==> src/rtl/sar_pkg.sv <==
// Shared definitions for the SAR sequencer: FSM state codes and the
// accumulator / FIFO-level widths of the default configuration.
package sar_pkg;

    typedef logic [1:0] state_t;

    localparam state_t IDLE = 2'b00;
    localparam state_t CONV = 2'b01;
    localparam state_t GAP  = 2'b10;
    localparam state_t PUSH = 2'b11;

    localparam int DEF_N        = 8;
    localparam int DEF_AVG_LOG2 = 2;
    localparam int DEF_DEPTH    = 4;

    localparam int ACC_W = DEF_N + DEF_AVG_LOG2;
    localparam int LVL_W = $clog2(DEF_DEPTH + 1);

    // Width helpers so parameterised instances size themselves consistently.
    function automatic int acc_width(input int n, input int avg_log2);
        return n + avg_log2;
    endfunction

    function automatic int level_width(input int depth);
        return $clog2(depth + 1);
    endfunction

endpackage

==> src/rtl/sar_sequencer_if.sv <==
// Signal bundle between the sequencer, the SAR controller (go/valid/result)
// and the downstream consumer (valid/ready output stream).
interface sar_sequencer_if #(
    parameter int N = 8
);
    logic         sar_go;
    logic         sar_valid;
    logic [N-1:0] sar_result;
    logic [N-1:0] out_data;
    logic         out_valid;
    logic         out_ready;

    modport master (
        output sar_go, out_data, out_valid,
        input  sar_valid, sar_result, out_ready
    );

    modport slave (
        input  sar_go, out_data, out_valid,
        output sar_valid, sar_result, out_ready
    );
endinterface

==> src/rtl/sar_seq_fifo.sv <==
// Circular-buffer output FIFO for averaged codes; head data reads as zero
// while empty so the output bus is quiet after reset.
module sar_seq_fifo
    import sar_pkg::*;
#(
    parameter int N     = 8,
    parameter int DEPTH = 4
) (
    input  logic                          clk,
    input  logic                          rst,
    input  logic                          push,
    input  logic [N-1:0]                  push_data,
    input  logic                          pop,
    output logic                          full,
    output logic                          empty,
    output logic [level_width(DEPTH)-1:0] level,
    output logic [N-1:0]                  head
);
    localparam int LW    = level_width(DEPTH);
    localparam int PTR_W = (DEPTH > 1) ? $clog2(DEPTH) : 1;

    logic [N-1:0]     mem [DEPTH];
    logic [PTR_W-1:0] wr_ptr_q, wr_ptr_d;
    logic [PTR_W-1:0] rd_ptr_q, rd_ptr_d;
    logic [LW-1:0]    level_q, level_d;
    logic             push_ok, pop_ok;

    function automatic logic [PTR_W-1:0] ptr_inc(input logic [PTR_W-1:0] p);
        return (p == PTR_W'(DEPTH - 1)) ? '0 : p + 1'b1;
    endfunction

    assign empty   = (level_q == '0);
    assign full    = (level_q == LW'(DEPTH));
    assign pop_ok  = pop && !empty;
    // A push into a full FIFO is accepted only when the head leaves in the same cycle.
    assign push_ok = push && (!full || pop_ok);

    always_comb begin
        wr_ptr_d = push_ok ? ptr_inc(wr_ptr_q) : wr_ptr_q;
        rd_ptr_d = pop_ok  ? ptr_inc(rd_ptr_q) : rd_ptr_q;
        level_d  = level_q;
        if (push_ok && !pop_ok) begin
            level_d = level_q + 1'b1;
        end else if (pop_ok && !push_ok) begin
            level_d = level_q - 1'b1;
        end
    end

    always_ff @(posedge clk) begin
        if (rst) begin
            wr_ptr_q <= '0;
            rd_ptr_q <= '0;
            level_q  <= '0;
        end else begin
            wr_ptr_q <= wr_ptr_d;
            rd_ptr_q <= rd_ptr_d;
            level_q  <= level_d;
        end
    end

    always_ff @(posedge clk) begin
        if (push_ok) begin
            mem[wr_ptr_q] <= push_data;
        end
    end

    assign level = level_q;
    assign head  = empty ? '0 : mem[rd_ptr_q];

endmodule

==> src/rtl/sar_sequencer.sv <==
// SAR sequencer top: paces the controller's go line, averages 2^AVG_LOG2 codes
// and queues the results. Optional CONV watchdog enabled by SAR_SEQ_TIMEOUT_EN.
module sar_sequencer
    import sar_pkg::*;
#(
    parameter int N        = 8,
    parameter int AVG_LOG2 = 2,
    parameter int DEPTH    = 4,
    parameter int TIMEOUT  = 255
) (
    input  logic                          clk,
    input  logic                          rst,
    input  logic                          en,
    sar_sequencer_if.master               bus,
    output logic [level_width(DEPTH)-1:0] fifo_level,
    output logic                          busy,
    output logic                          err
);
    localparam int SUM_W = acc_width(N, AVG_LOG2);
    localparam int CNT_W = AVG_LOG2 + 1;
    localparam logic [CNT_W-1:0] CNT_LAST = CNT_W'((1 << AVG_LOG2) - 1);

    state_t           state_q, state_d;
    logic [SUM_W-1:0] acc_q, acc_d;
    logic [CNT_W-1:0] cnt_q, cnt_d;
    logic             fifo_push, fifo_pop, fifo_full, fifo_empty;
    logic [N-1:0]     avg_code;
    logic             timeout_hit;

    // Truncating divide by 2^AVG_LOG2; the sum never overflows SUM_W.
    function automatic logic [N-1:0] avg_trunc(input logic [SUM_W-1:0] sum);
        return sum[SUM_W-1:AVG_LOG2];
    endfunction

`ifdef SAR_SEQ_TIMEOUT_EN
    localparam int WD_W = $clog2(TIMEOUT + 1);

    logic [WD_W-1:0] wdog_q, wdog_d;
    logic            err_q, err_d;

    assign timeout_hit = en && (state_q == CONV) && !bus.sar_valid &&
                         (wdog_q == WD_W'(TIMEOUT - 1));

    always_comb begin
        wdog_d = (state_q == CONV) ? wdog_q + 1'b1 : '0;
        err_d  = err_q | timeout_hit;
    end

    always_ff @(posedge clk) begin
        if (rst) begin
            wdog_q <= '0;
            err_q  <= 1'b0;
        end else begin
            wdog_q <= wdog_d;
            err_q  <= err_d;
        end
    end

    assign err = err_q;
`else
    logic unused_timeout;
    assign unused_timeout = (TIMEOUT != 0);
    assign timeout_hit    = 1'b0;
    assign err            = 1'b0;
`endif

    assign fifo_pop = !fifo_empty && bus.out_ready;
    assign avg_code = avg_trunc(acc_q);

    always_comb begin
        state_d   = state_q;
        acc_d     = acc_q;
        cnt_d     = cnt_q;
        fifo_push = 1'b0;
        case (state_q)
            IDLE: begin
                if (en) begin
                    state_d = CONV;
                    acc_d   = '0;
                    cnt_d   = '0;
                end
            end
            CONV: begin
                if (!en) begin
                    state_d = IDLE;
                    acc_d   = '0;
                    cnt_d   = '0;
                end else if (bus.sar_valid) begin
                    acc_d   = acc_q + SUM_W'(bus.sar_result);
                    cnt_d   = cnt_q + 1'b1;
                    state_d = (cnt_q == CNT_LAST) ? PUSH : GAP;
                end else if (timeout_hit) begin
                    state_d = GAP;
                    acc_d   = '0;
                    cnt_d   = '0;
                end
            end
            GAP: begin
                if (!en) begin
                    state_d = IDLE;
                    acc_d   = '0;
                    cnt_d   = '0;
                end else begin
                    state_d = CONV;
                end
            end
            PUSH: begin
                // Stall here with go low until the FIFO can take the average.
                if (!fifo_full || fifo_pop) begin
                    fifo_push = 1'b1;
                    acc_d     = '0;
                    cnt_d     = '0;
                    state_d   = en ? CONV : IDLE;
                end
            end
            default: state_d = IDLE;
        endcase
    end

    always_ff @(posedge clk) begin
        if (rst) begin
            state_q <= IDLE;
            acc_q   <= '0;
            cnt_q   <= '0;
        end else begin
            state_q <= state_d;
            acc_q   <= acc_d;
            cnt_q   <= cnt_d;
        end
    end

    sar_seq_fifo #(
        .N     (N),
        .DEPTH (DEPTH)
    ) u_fifo (
        .clk       (clk),
        .rst       (rst),
        .push      (fifo_push),
        .push_data (avg_code),
        .pop       (fifo_pop),
        .full      (fifo_full),
        .empty     (fifo_empty),
        .level     (fifo_level),
        .head      (bus.out_data)
    );

    assign bus.sar_go    = (state_q == CONV);
    assign bus.out_valid = !fifo_empty;
    assign busy          = (state_q != IDLE);

endmodule
==> src/flat_wrapper.sv <==
// flat-port wrapper written by rule: the top's interface ports become plain ports
module sar_sequencer_flat import sar_pkg::*;
#(
    parameter int N        = 8,
    parameter int AVG_LOG2 = 2,
    parameter int DEPTH    = 4,
    parameter int TIMEOUT  = 255
)
  (clk, rst, en, fifo_level, busy, err, bus_sar_go, bus_out_data, bus_out_valid, bus_sar_valid, bus_sar_result, bus_out_ready);
  sar_sequencer_if #(.N(N)) bus_i ();
  input  logic clk;
  input  logic rst;
  input  logic en;
  output logic [level_width(DEPTH)-1:0] fifo_level;
  output logic busy;
  output logic err;
  output wire logic [$bits(bus_i.sar_go)-1:0] bus_sar_go;
  output wire logic [$bits(bus_i.out_data)-1:0] bus_out_data;
  output wire logic [$bits(bus_i.out_valid)-1:0] bus_out_valid;
  input wire logic [$bits(bus_i.sar_valid)-1:0] bus_sar_valid;
  input wire logic [$bits(bus_i.sar_result)-1:0] bus_sar_result;
  input wire logic [$bits(bus_i.out_ready)-1:0] bus_out_ready;
  assign bus_sar_go = bus_i.sar_go;
  assign bus_out_data = bus_i.out_data;
  assign bus_out_valid = bus_i.out_valid;
  assign bus_i.sar_valid = bus_sar_valid;
  assign bus_i.sar_result = bus_sar_result;
  assign bus_i.out_ready = bus_out_ready;
  sar_sequencer #(.N(N), .AVG_LOG2(AVG_LOG2), .DEPTH(DEPTH), .TIMEOUT(TIMEOUT)) u_core (.clk(clk), .rst(rst), .en(en), .bus(bus_i), .fifo_level(fifo_level), .busy(busy), .err(err));
endmodule
==> config.mk <==
export PLATFORM = sky130hd
export DESIGN_NAME = sar_sequencer_flat
export DESIGN_NICKNAME = d
export VERILOG_FILES = /design/src/rtl/sar_pkg.sv /design/src/rtl/sar_sequencer_if.sv /design/src/rtl/sar_seq_fifo.sv /design/src/rtl/sar_sequencer.sv /design/src/flat_wrapper.sv
export SDC_FILE = /design/constraint.sdc
export NUM_CORES = 1
export LEC_CHECK = 0
export BUFFER_PORTS_ARGS = -buffer_cell sky130_fd_sc_hd__buf_2
export CAP_MARGIN = 10
export CORE_MARGIN = 1.5
export CORE_UTILIZATION = 35
export CTS_BUF_LIST = sky130_fd_sc_hd__clkbuf_4
export DETAILED_ROUTE_END_ITERATION = 6
export PLACE_DENSITY_LB_ADDON = 0.15
export RECOVER_POWER = 50
export SLEW_MARGIN = 40
export SYNTH_ARGS = -nofsm -noshare
export SYNTH_HDL_FRONTEND = slang
export SYNTH_HIERARCHICAL = 1
export SYNTH_SLANG_ARGS = --single-unit
export TNS_END_PERCENT = 1
==> constraint.sdc <==
create_clock -name clk -period 7.13 [get_ports clk]
set_input_delay 1.426 -clock clk [delete_from_list [all_inputs] [get_ports clk]]
set_output_delay 1.426 -clock clk [all_outputs]
set_load 0.005 [all_outputs]
==> run_results.csv <==
group,metric,value,unit
outcome,status,"completed",
cells_and_area,fin_cells,356,
drt,drc,0,
cells_and_area,drive_gt1_share,18.9,%
global_routing,grt_pass1_wl,8.13,mm
setup_path,worstPathArrival,3.79,ns
cts,cts_setup_buffers,0,
timing,fin_skew,0.0147,ns
drt,firstDrtPassIters,4,
setup_path,slowest_delay,0.71,ns
yosys,synth_nets,259,
yosys,synth_top_area_share,34.1,%
setup_path,start_kind,"primary input",
floorplanning,die_width,92.7,um
global_routing,grt_use_total,12.3,%
drt,drtAntennaViolNets,0,
floorplanning,pin_count,28,
setup_path,crit_fanout,7,
global_routing,antenna_found_initial,0,
job,drv_cap,0,
timing,final.period_utilization,48.8,%
cts,clkSinkCount,56,
setup_path,worstSetupEndpointType,"flop",
timing,tightest_slew,1.15,ns
yosys,async_reset_ff_share,0,%
yosys,synthFlopType,"edfxtp_1",
placement,dp_hpwl,3.55,mm
yosys,synthTopCellsByArea,"edfxtp_1 34%, dfxtp_1 17%, ha_1 7.1%",
cells_and_area,syn_to_final_growth,6.88,%
floorplanning,rows,32,
floorplanning,core_area,7770,sq um
floorplanning,die_area,8600,sq um
yosys,synth_area_leader_cell,"edfxtp_1",
timing,setup_violations,0,
placement,gp_congestion,0.754,
floorplanning,start_util,36.3,%
timing,fin_tns_setup,0,ns
drt,num_vias,1694,
cts,cts_buffer_depth,2,
setup_path,crit_family,"compound AO/OA/AOI/OAI gates",
drt,vias_per_cell,4.76,
yosys,synth_cell_types,49,
cts,clk_pin_slew,0.16,ns
yosys,avgSynthCellArea,12.4,sq um
setup_path,crit_path_frequent_cell,"a21oi_1",
cells_and_area,layout_commonest_cell,"edfxtp_1",
cts,cts_max_level,2,
timing,grt_setup_unrepaired,"no",
placement,io_buffer_count,26,
setup_path,crit_slowest_cell,"a21boi_0",
hold_path,hold_path_class,"reg2reg",
drt,postRouteWirelength,5.00,mm
yosys,synth_area,2820,sq um
floorplanning,die_y,92.7,um
yosys,ys_ff_latch,56,
yosys,synth_edf_count,32,
global_routing,grt-ovfl-total,0,
setup_path,critical_path_required,7.44,ns
timing,fmax,287,MHz
setup_path,crit_chain,"buf_2, nand2b_1, a21oi_1, a21boi_0, ha_1, inv_1, fa_1, xor2_1, or3_1, a21oi_1",
timing,drv_slew,0,
timing,period_needed,3.48,ns
cts,cts_hold_buf,0,
pwr,p_leak,1.12,nW
cells_and_area,layout_common_cells,"32 x edfxtp_1, 26 x buf_2, 24 x dfxtp_1",
yosys,syn-instance-count,228,
global_routing,grt_max_degree,27,
cts,cts_tree,"yes",
global_routing,first_global_vias,1646,
cts,clock_latency,0.38,ns
drt,drt_iter0_drc,46,
setup_path,critPathKind,"in2reg",
yosys,seq_area_frac_synth,51.1,%
placement,dp_cells,348,
drt,wl_per_cell,14.0,um
cts,cts_resized,0,
yosys,yosys_warnings,6,
setup_path,crit_buf_inv,2,
cells_and_area,diodes,0,
pwr,peakVddDrop,0.0667,mV
timing,hold_viol,0,
cts,numCtsBuffers,5,
pwr,p_per_area,174,nW/um^2
cts,clockRootBuffer,"clkbuf_4",
timing,relSlewSlack,22.5,%
cells_and_area,layout.nets,284,
state kept, by name, indices dropped and copies added, names as in the netlist, named ones only:
signal / count
u_core/u_fifo/mem: 32
u_core/acc_q: 10
u_core/cnt_q: 3
u_core/u_fifo/level: 3
u_core/state_q: 2
u_core/u_fifo/rd_ptr_q: 2
u_core/u_fifo/wr_ptr_q: 2
routing by layer:
metal  up-vias  GRT usage (%)  wire length [um]
met5         -              0                 0
met4         0           3.79                64
met3         5           2.46               125
met2        22           21.4              2400
met1       790           15.2              2410
li1        877              -                 -
worst register-to-register path, stage by stage, from the launching register on:
cell and delay, ns:
dfxtp_1 0.54, nor3_1 0.26, nand2b_1 0.27, a21oi_1 0.16
a21boi_0 0.71, ha_1 0.30, inv_1 0.06, fa_1 0.37
xor2_1 0.15, or3_1 0.30, a21oi_1 0.14
cell type report:
type	instances	area, sq um
fillers	797	4750
flip-flops and latches	56	1440
multi-input cells	152	1200
repair buffers	26	130
well taps	102	128
inverters	12	45.0
clock buffers	5	37.5
clock inverters	3	27.5
cells by family (layout without fill, tap and decap cells):
| family | count (synthesis) | after routing | share of synthesized area (%) |
|---|---|---|---|
| AOI/OAI and AO/OA | 43 | 43 | 12.0 |
| xor gates and xnor gates | 6 | 6 | 1.86 |
| adders and majority gates | 18 | 18 | 8.52 |
| buffers and inverters | 20 | 46 | 3.73 |
| DFF | 56 | 56 | 51.1 |
| muxes | 14 | 14 | 8.70 |
| other | 1 | 1 | 0.133 |
| and+or+nand+nor | 70 | 70 | 13.9 |
synth_stat cells (2+ instances only):
cell,instances
nor3_1,3
or3_1,2
a21oi_1,11
edfxtp_1,32
o21a_1,2
mux4_2,8
nand3b_1,4
o211ai_1,2
buf_4,2
inv_1,12
xor2_1,4
fa_1,2
and2_1,5
a21o_1,4
a211oi_1,2
nand2_1,14
a211oi_2,2
clkbuf_1,3
buf_6,3
nand4_1,3
a31oi_1,2
nand2b_1,5
nor2_1,17
mux2i_1,5
o21ai_0,4
ha_1,16
xnor2_1,2
a21oi_2,4
nor2b_1,10
dfxtp_1,24
path summary, 6_finish.rpt:
| path | startpoint | endpoint | slack [ns] | cells after the start |
|---|---|---|---|---|
| max | bus_out_ready | u_core/u_fifo/level[2] | 3.65 | 10 |
| min | u_core/u_fifo/rd_ptr_q[0] | u_core/u_fifo/rd_ptr_q[0] | 0.51 | 2 |
| max reg2reg | u_core/u_fifo/level[0] | u_core/u_fifo/level[2] | 3.82 | 10 |
| min reg2reg | u_core/u_fifo/rd_ptr_q[0] | u_core/u_fifo/rd_ptr_q[0] | 0.51 | 2 |
per-stage QoR:
stage | cell area (sq um) | utilization (%) | total power [mW] | setup slack, ns | hold WS, ns
3_3_place_gp | 3020 | 38.8 | 0.387 | 3.76 | 0.466
3_5_place_dp | 3020 | 38.8 | 0.387 | 3.70 | 0.485
4_1_cts | 3080 | 39.7 | 0.536 | 3.68 | 0.517
2_1_floorplan | 2820 | - | 0.378 | 3.94 | 0.454
6_report | 3010 | 38.8 | 0.525 | 3.65 | 0.512
5_1_grt | 3010 | 38.8 | 0.549 | 3.35 | 0.541
where the power goes:
part	switching [mW]	internal, mW	total, mW
clock	0.106	0.0417	0.148
combinational	0.0192	0.0143	0.0335
sequential	0.00302	0.340	0.343
No activity file was read; power rests on OpenSTA's default activity.
